--- config.mk ---
export PLATFORM = sky130hd
export DESIGN_NAME = portas_ocupacao
export DESIGN_NICKNAME = d
export VERILOG_FILES = /design/src/rtl/portas_ocupacao.sv
export SDC_FILE = /design/constraint.sdc
export NUM_CORES = 1
export LEC_CHECK = 0
export ABC_AREA = 1
export ABC_CLOCK_PERIOD_IN_PS = 2850
export CAP_MARGIN = 20
export CORE_ASPECT_RATIO = 1.2
export CORE_MARGIN = 10
export CORE_UTILIZATION = 47
export CTS_BUF_LIST = sky130_fd_sc_hd__clkbuf_16
export DETAILED_ROUTE_END_ITERATION = 8
export HOLD_SLACK_MARGIN = 0.1
export PLACE_DENSITY = 0.76
export SYNTH_ARGS = -nofsm -noshare
export SYNTH_HDL_FRONTEND = slang
export SYNTH_SLANG_ARGS = --single-unit
--- constraint.sdc ---
create_clock -name clk -period 2.85 [get_ports clk]
set_input_delay 0.57 -clock clk [delete_from_list [all_inputs] [get_ports clk]]
set_output_delay 0.57 -clock clk [all_outputs]
set_load 0.05 [all_outputs]
--- src/rtl/portas_ocupacao.sv ---
// Multi-door access controller: one FSM per door, shared occupancy counter and
// capacity-limited entry grant. Lamps, buzzer and turnstile direction are Moore outputs.
module portas_ocupacao #(
  parameter int NDOOR       = 2,
  parameter int MAX_OCC     = 8,
  parameter int TIMEOUT_CYC = 16,
  localparam int CW         = $clog2(MAX_OCC + 1)
) (
  input  logic               clk,
  input  logic               rst,
  input  logic [NDOOR-1:0]   entra,
  input  logic [NDOOR-1:0]   sai,
  input  logic [NDOOR-1:0]   sensor,
  output logic [CW-1:0]      occ,
  output logic               full,
  output logic               occ_err,
  output logic [2*NDOOR-1:0] dir,
  output logic [NDOOR-1:0]   verde,
  output logic [NDOOR-1:0]   vermelho,
  output logic [NDOOR-1:0]   som,
  output logic [3*NDOOR-1:0] estado
);

  localparam int TW = (TIMEOUT_CYC > 2) ? $clog2(TIMEOUT_CYC) : 1;
  localparam int XW = CW + 4;

  typedef enum logic [2:0] {
    IDLE       = 3'd0,
    OPEN_IN    = 3'd1,
    OPEN_OUT   = 3'd2,
    CONFLICT   = 3'd3,
    DENIED     = 3'd4,
    TIMEOUT    = 3'd5,
    WAIT_CLEAR = 3'd6
  } st_t;

  logic [CW-1:0]    occ_reg, occ_next;
  logic             occ_err_reg, err_set;
  logic [NDOOR-1:0] sensor_q;
  logic [NDOOR-1:0] pe, grant, in_open_in, entry_req, cross_in, cross_out;

  assign pe = sensor & ~sensor_q;

  // Doors already holding an OPEN_IN slot reserve capacity; new grants go lowest index first.
  always_comb begin
    logic [XW-1:0] res, given;
    res   = '0;
    given = '0;
    grant = '0;
    for (int i = 0; i < NDOOR; i++)
      if (in_open_in[i]) res = res + XW'(1);
    for (int i = 0; i < NDOOR; i++) begin
      if ((XW'(occ_reg) + res + given) < XW'(MAX_OCC)) grant[i] = 1'b1;
      if (grant[i] && entry_req[i]) given = given + XW'(1);
    end
  end

  genvar gi;
  generate
    for (gi = 0; gi < NDOOR; gi++) begin : g_door
      st_t           state_reg, state_next;
      logic [TW-1:0] timer_reg;
      logic          e, s, p;

      assign e = entra[gi];
      assign s = sai[gi];
      assign p = sensor[gi];

      always_ff @(posedge clk) begin
        if (rst) begin
          state_reg <= IDLE;
          timer_reg <= '0;
        end else begin
          state_reg <= state_next;
          // OPEN_* is only ever entered from a non-OPEN state, so the timer is already 0 on entry.
          if (state_reg == OPEN_IN || state_reg == OPEN_OUT) timer_reg <= timer_reg + TW'(1);
          else                                                timer_reg <= '0;
        end
      end

      always_comb begin
        state_next = state_reg;
        case (state_reg)
          IDLE: begin
            if (e && !s)      state_next = grant[gi] ? OPEN_IN : DENIED;
            else if (!e && s) state_next = OPEN_OUT;
            else if (e && s)  state_next = CONFLICT;
          end
          OPEN_IN, OPEN_OUT: begin
            if (pe[gi])                                  state_next = WAIT_CLEAR;
            else if (timer_reg == TW'(TIMEOUT_CYC - 1))  state_next = TIMEOUT;
          end
          CONFLICT: begin
            if (!e && s)       state_next = OPEN_OUT;
            else if (!e && !s) state_next = IDLE;
          end
          DENIED, TIMEOUT: if (!e && !s) state_next = IDLE;
          WAIT_CLEAR:      if (!e && !s && !p) state_next = IDLE;
          default:         state_next = IDLE;
        endcase
      end

      assign in_open_in[gi] = (state_reg == OPEN_IN);
      assign entry_req[gi]  = (state_reg == IDLE) && e && !s;
      assign cross_in[gi]   = (state_reg == OPEN_IN)  && pe[gi];
      assign cross_out[gi]  = (state_reg == OPEN_OUT) && pe[gi];

      assign dir[2*gi +: 2]    = {state_reg == OPEN_OUT, state_reg == OPEN_IN};
      assign verde[gi]         = (state_reg == OPEN_IN) || (state_reg == OPEN_OUT);
      assign vermelho[gi]      = (state_reg == CONFLICT) || (state_reg == DENIED) ||
                                 (state_reg == TIMEOUT);
      assign som[gi]           = (state_reg == TIMEOUT);
      assign estado[3*gi +: 3] = state_reg;
    end
  endgenerate

  // Net in/out crossings of the cycle, clamped to 0..MAX_OCC; going negative flags an error.
  always_comb begin
    logic [XW-1:0]        n_in, n_out;
    logic signed [XW-1:0] sum_s;
    n_in     = '0;
    n_out    = '0;
    err_set  = 1'b0;
    occ_next = occ_reg;
    for (int i = 0; i < NDOOR; i++) begin
      if (cross_in[i])  n_in  = n_in  + XW'(1);
      if (cross_out[i]) n_out = n_out + XW'(1);
    end
    sum_s = signed'(XW'(occ_reg)) + signed'(n_in) - signed'(n_out);
    if (sum_s[XW-1]) begin
      occ_next = '0;
      err_set  = 1'b1;
    end else if (sum_s > signed'(XW'(MAX_OCC))) begin
      occ_next = CW'(MAX_OCC);
    end else begin
      occ_next = sum_s[CW-1:0];
    end
  end

  always_ff @(posedge clk) begin
    if (rst) begin
      occ_reg     <= '0;
      occ_err_reg <= 1'b0;
      sensor_q    <= '0;
    end else begin
      occ_reg     <= occ_next;
      occ_err_reg <= occ_err_reg | err_set;
      sensor_q    <= sensor;
    end
  end

  assign occ     = occ_reg;
  assign occ_err = occ_err_reg;
  assign full    = (occ_reg == CW'(MAX_OCC));

endmodule
==> summary by stage <==
Global route
The first global-routing pass estimated 7.479 mm of wire. The number of antenna violations at the first check in global routing is 0. The pin count of the biggest net entering global routing is 12.

The number of global-route vias before repair is between 1500 and 2000. The total overflow left after global routing is 0. The total global-route track usage is 0.1489.

Floorplanning
The die boundary width is approximately 73 µm. In this run the standard cell core region covers 3309 µm². The number of placement rows is 23. The initial utilization of the core area, before any placement, comes to 0.4794. The total I/O pin count is 30. The die is 83.65 µm tall.

The floorplan die area is 6109 µm².

Clock network
The clock net in this run drives a total of 21 sinks. The later-pin clock latency in the skew report is 250 ps. The post-CTS clock slew at the launch and capture registers of the worst setup and hold paths is 60 ps. The clock passes through at most 2 buffers. The number of hold buffers added after CTS was 0. The TritonCTS clock tree is yes.

The number of buffers added by the clock tree synthesis step is 3. The count of H-tree levels built during CTS is 1. In this run the clock root is driven by a sky130_fd_sc_hd__clkbuf_16.

Routing
The first routing iteration left 81 violations. In the routed design, unresolved DRC markers number 0. The final route contains between 1500 and 2000 vias. The pre-antenna-repair detailed-routing pass consisted of 4 iterations. The residual antenna-violating net count after detailed routing is 0. After detailed routing, the average wire length per cell comes to roughly 13 µm. The via density per instance is around 4.9. The detailed-route wire length is 4.360 mm.

STA
The final max-slew violation count is 0. The worst clock skew is 1.570 ps. The final critical path time including I/O delays and setup is 2763 ps.

The post-route clock period utilization is 0.9694. For this run, the top clock speed supported by timing is 362.0 MHz. Setup slack closes at 87.35 ps. The final number of hold-violating endpoints is 0. Setup repair after global routing could not meet its margin everywhere. Headroom to the max-slew limit came out at 0.6528. The sum of negative setup slack is 0 ps. The number of setup violations in the final report is 0.

The transition time at the pin with the least slew margin is 519.2 ps.

Run status
The flow ran to the end, and the final reports show no timing, DRC or antenna violations.

Finish
The footprint of the flip-flops and latches is 427.9 µm². For this run, the share of the core covered by cells in the final layout is 0.6968. The antenna diode count is 0.

The signed area change from the synthesized netlist to the final layout is 45.35%. The register with the most flip-flops in the layout has 8 of them. In the final layout, the share of cells above drive strength 1 is 0.2787. The filler cell count is 268. The final instance count without filler cells is 324. The post-layout net count is 317.

The multi-input combinational cells in the finished layout cover a total of 1112 µm².

Logic synthesis
Synthesis handed over a netlist of 230 instances. The number of different library cells used by synthesis comes to 27. For this run, the register share of the synthesized area comes to 0.2650.

The number of nets in the synthesized netlist is roughly 260. The post-synthesis compound-gate area fraction is 0.08281. The post-synthesis adder-cell area fraction is 0.1798. The number of warnings issued by yosys is 0. Dividing the synthesized area by the synthesized cell count gives 6.898 µm².

The fraction of the mapped netlist area in simple logic gates is 0.3265. The netlist area before placement is about 1600 µm². By area, the combinational part of the netlist is dominated by simple AND/OR/NAND/NOR gates. Measured against the total synthesized area, the mux share comes to 0.

The xor-xnor portion of the synthesized cell area is 0.03864. The number of flip-flops and latches in the synthesized netlist is 21.

Power and ir drop
IR analysis of the VDD net gives a maximum drop of just over 0.8 mV. In this run the static leakage power is about 1.1 nW. For this design the ratio of total power to cell area is 1189 nW/µm².

Placed design
The worst slack at placement is -516.6 ps. Port buffering added 29 buffers. After legalization and detailed placement, the total HPWL measured around 3.1 mm. The final weighted congestion in routability-driven placement is 0.8905.

The placed instance count is 304.

Setup path
The number of buffer and inverter stages on the critical path is 4. Traced cell by cell, the critical path runs through buf_6, inv_2, or2_4, nor2_4, ha_4, inv_2, fa_1, inv_2, fa_2, a21oi_2, nor2_1, nor2_1, xor2_1, nand4_1, nor2_1. The slowest library cell on the worst path is sky130_fd_sc_hd__fa_1. The arrival time at the worst endpoint is 2960 ps. STA classifies the critical path startpoint as an input pin.

The required time of the worst setup path is 3040 ps. The worst setup path is of the input pin to flop kind. The worst setup path is captured at a flop. The maximum fanout along the worst path is 3.

The cell family contributing the most delay on the critical path is adder cells. In this design, the stage delay of the slowest critical-path cell is roughly 500 ps.

Min path
The class of the most critical hold timing path is flop to flop.

Run
The max-cap violation count is 0.
where the power goes:
group / internal [mW] / switching [mW]
Clock: 0.187 / 0.110
Sequential: 0.379 / 0.121
Combinational: 0.713 / 1.23
Total: 1.28 / 1.46
cells by family (layout without fill, tap and decap cells):
logic type / after synthesis / after routing
buf+inv: 45 / 102
compound gates: 21 / 21
flops: 21 / 21
fa+ha+maj: 21 / 21
simple gates: 115 / 115
xor+xnor: 7 / 7
metal layers:
layer  vias to the layer above  part of all wire  GRT usage
met3                        11             0.043    0.02738
met1                       715              0.40     0.1593
met5                         -                 0          0
li1                        841                 -          -
met2                        35              0.53     0.2623
met4                         0             0.025    0.07612
final cells by class:
cell class,instances,area share
clock buffer,3,0.03256
clock inverter,1,0.001628
timing repair buffer,54,0.2056
tap,37,0.02008
multi-input combinational,164,0.4824
sequential,21,0.1856
inverter,44,0.07217
cells in the mapped netlist, drive strengths merged:
cell type | count | share of area
a211oi | 1 | 0.0047
a21oi | 14 | 0.049
and3 | 1 | 0.0071
clkbuf | 1 | 0.0024
clkinv | 1 | 0.0032
dfxtp | 21 | 0.26
fa | 3 | 0.038
ha | 18 | 0.14
inv | 43 | 0.10
nand2 | 50 | 0.12
nand3 | 20 | 0.076
nand4 | 1 | 0.0039
nor2 | 37 | 0.094
nor3 | 5 | 0.019
o2111ai | 2 | 0.011
o211ai | 2 | 0.0095
o22ai | 1 | 0.0039
o31ai | 1 | 0.0047
or2 | 1 | 0.0039
xor2 | 7 | 0.039
path summary, 6_finish.rpt:
kind,start,endpoint,slack (ps),depth (start not counted)
worst max register to register,g_door[0].state_reg[0],occ[1],120,13
worst min-delay path,g_door[1].timer_reg[0],g_door[1].timer_reg[0],450,1
worst min register to register,g_door[1].timer_reg[0],g_door[1].timer_reg[0],450,1
worst max-delay path,sensor[0],occ[1],90,15
per-stage QoR:
stage                     cell area (µm²)  hold slack, ps  power [mW]
after floorplan                      1604           417.5       1.743
after global placement               2004           430.4       2.254
after detailed placement             2004           439.7       2.265
after CTS                            2286           449.0       2.698
after global routing                 2306           469.1       2.969
final                                2306           447.6       2.742
placed cells by master, fill, tap and decap left out, types with 2 or more instances in the layout:
master	instances
sky130_fd_sc_hd__dfxtp_1	15
sky130_fd_sc_hd__ha_1	14
sky130_fd_sc_hd__clkbuf_16	3
sky130_fd_sc_hd__fa_1	2
sky130_fd_sc_hd__o2111ai_1	2
sky130_fd_sc_hd__dfxtp_2	6
sky130_fd_sc_hd__nand3_1	15
sky130_fd_sc_hd__xor2_1	7
sky130_fd_sc_hd__inv_2	14
sky130_fd_sc_hd__inv_1	30
sky130_fd_sc_hd__clkdlybuf4s50_1	27
sky130_fd_sc_hd__nor2_4	6
sky130_fd_sc_hd__nand3_2	5
sky130_fd_sc_hd__ha_4	4
sky130_fd_sc_hd__nor3_1	4
sky130_fd_sc_hd__nand2_2	3
sky130_fd_sc_hd__o211ai_1	2
sky130_fd_sc_hd__a21oi_2	5
sky130_fd_sc_hd__nor2_1	30
sky130_fd_sc_hd__nand2_1	46
sky130_fd_sc_hd__a21oi_1	9
sky130_fd_sc_hd__buf_4	25
what timing repair did:
item	4_1_cts	5_1_grt
endpoints found under the setup margin	4	7
pin swaps	17	17
resized for setup	23	12
buffers inserted	17	1
(Power assumes the default switching activity.)
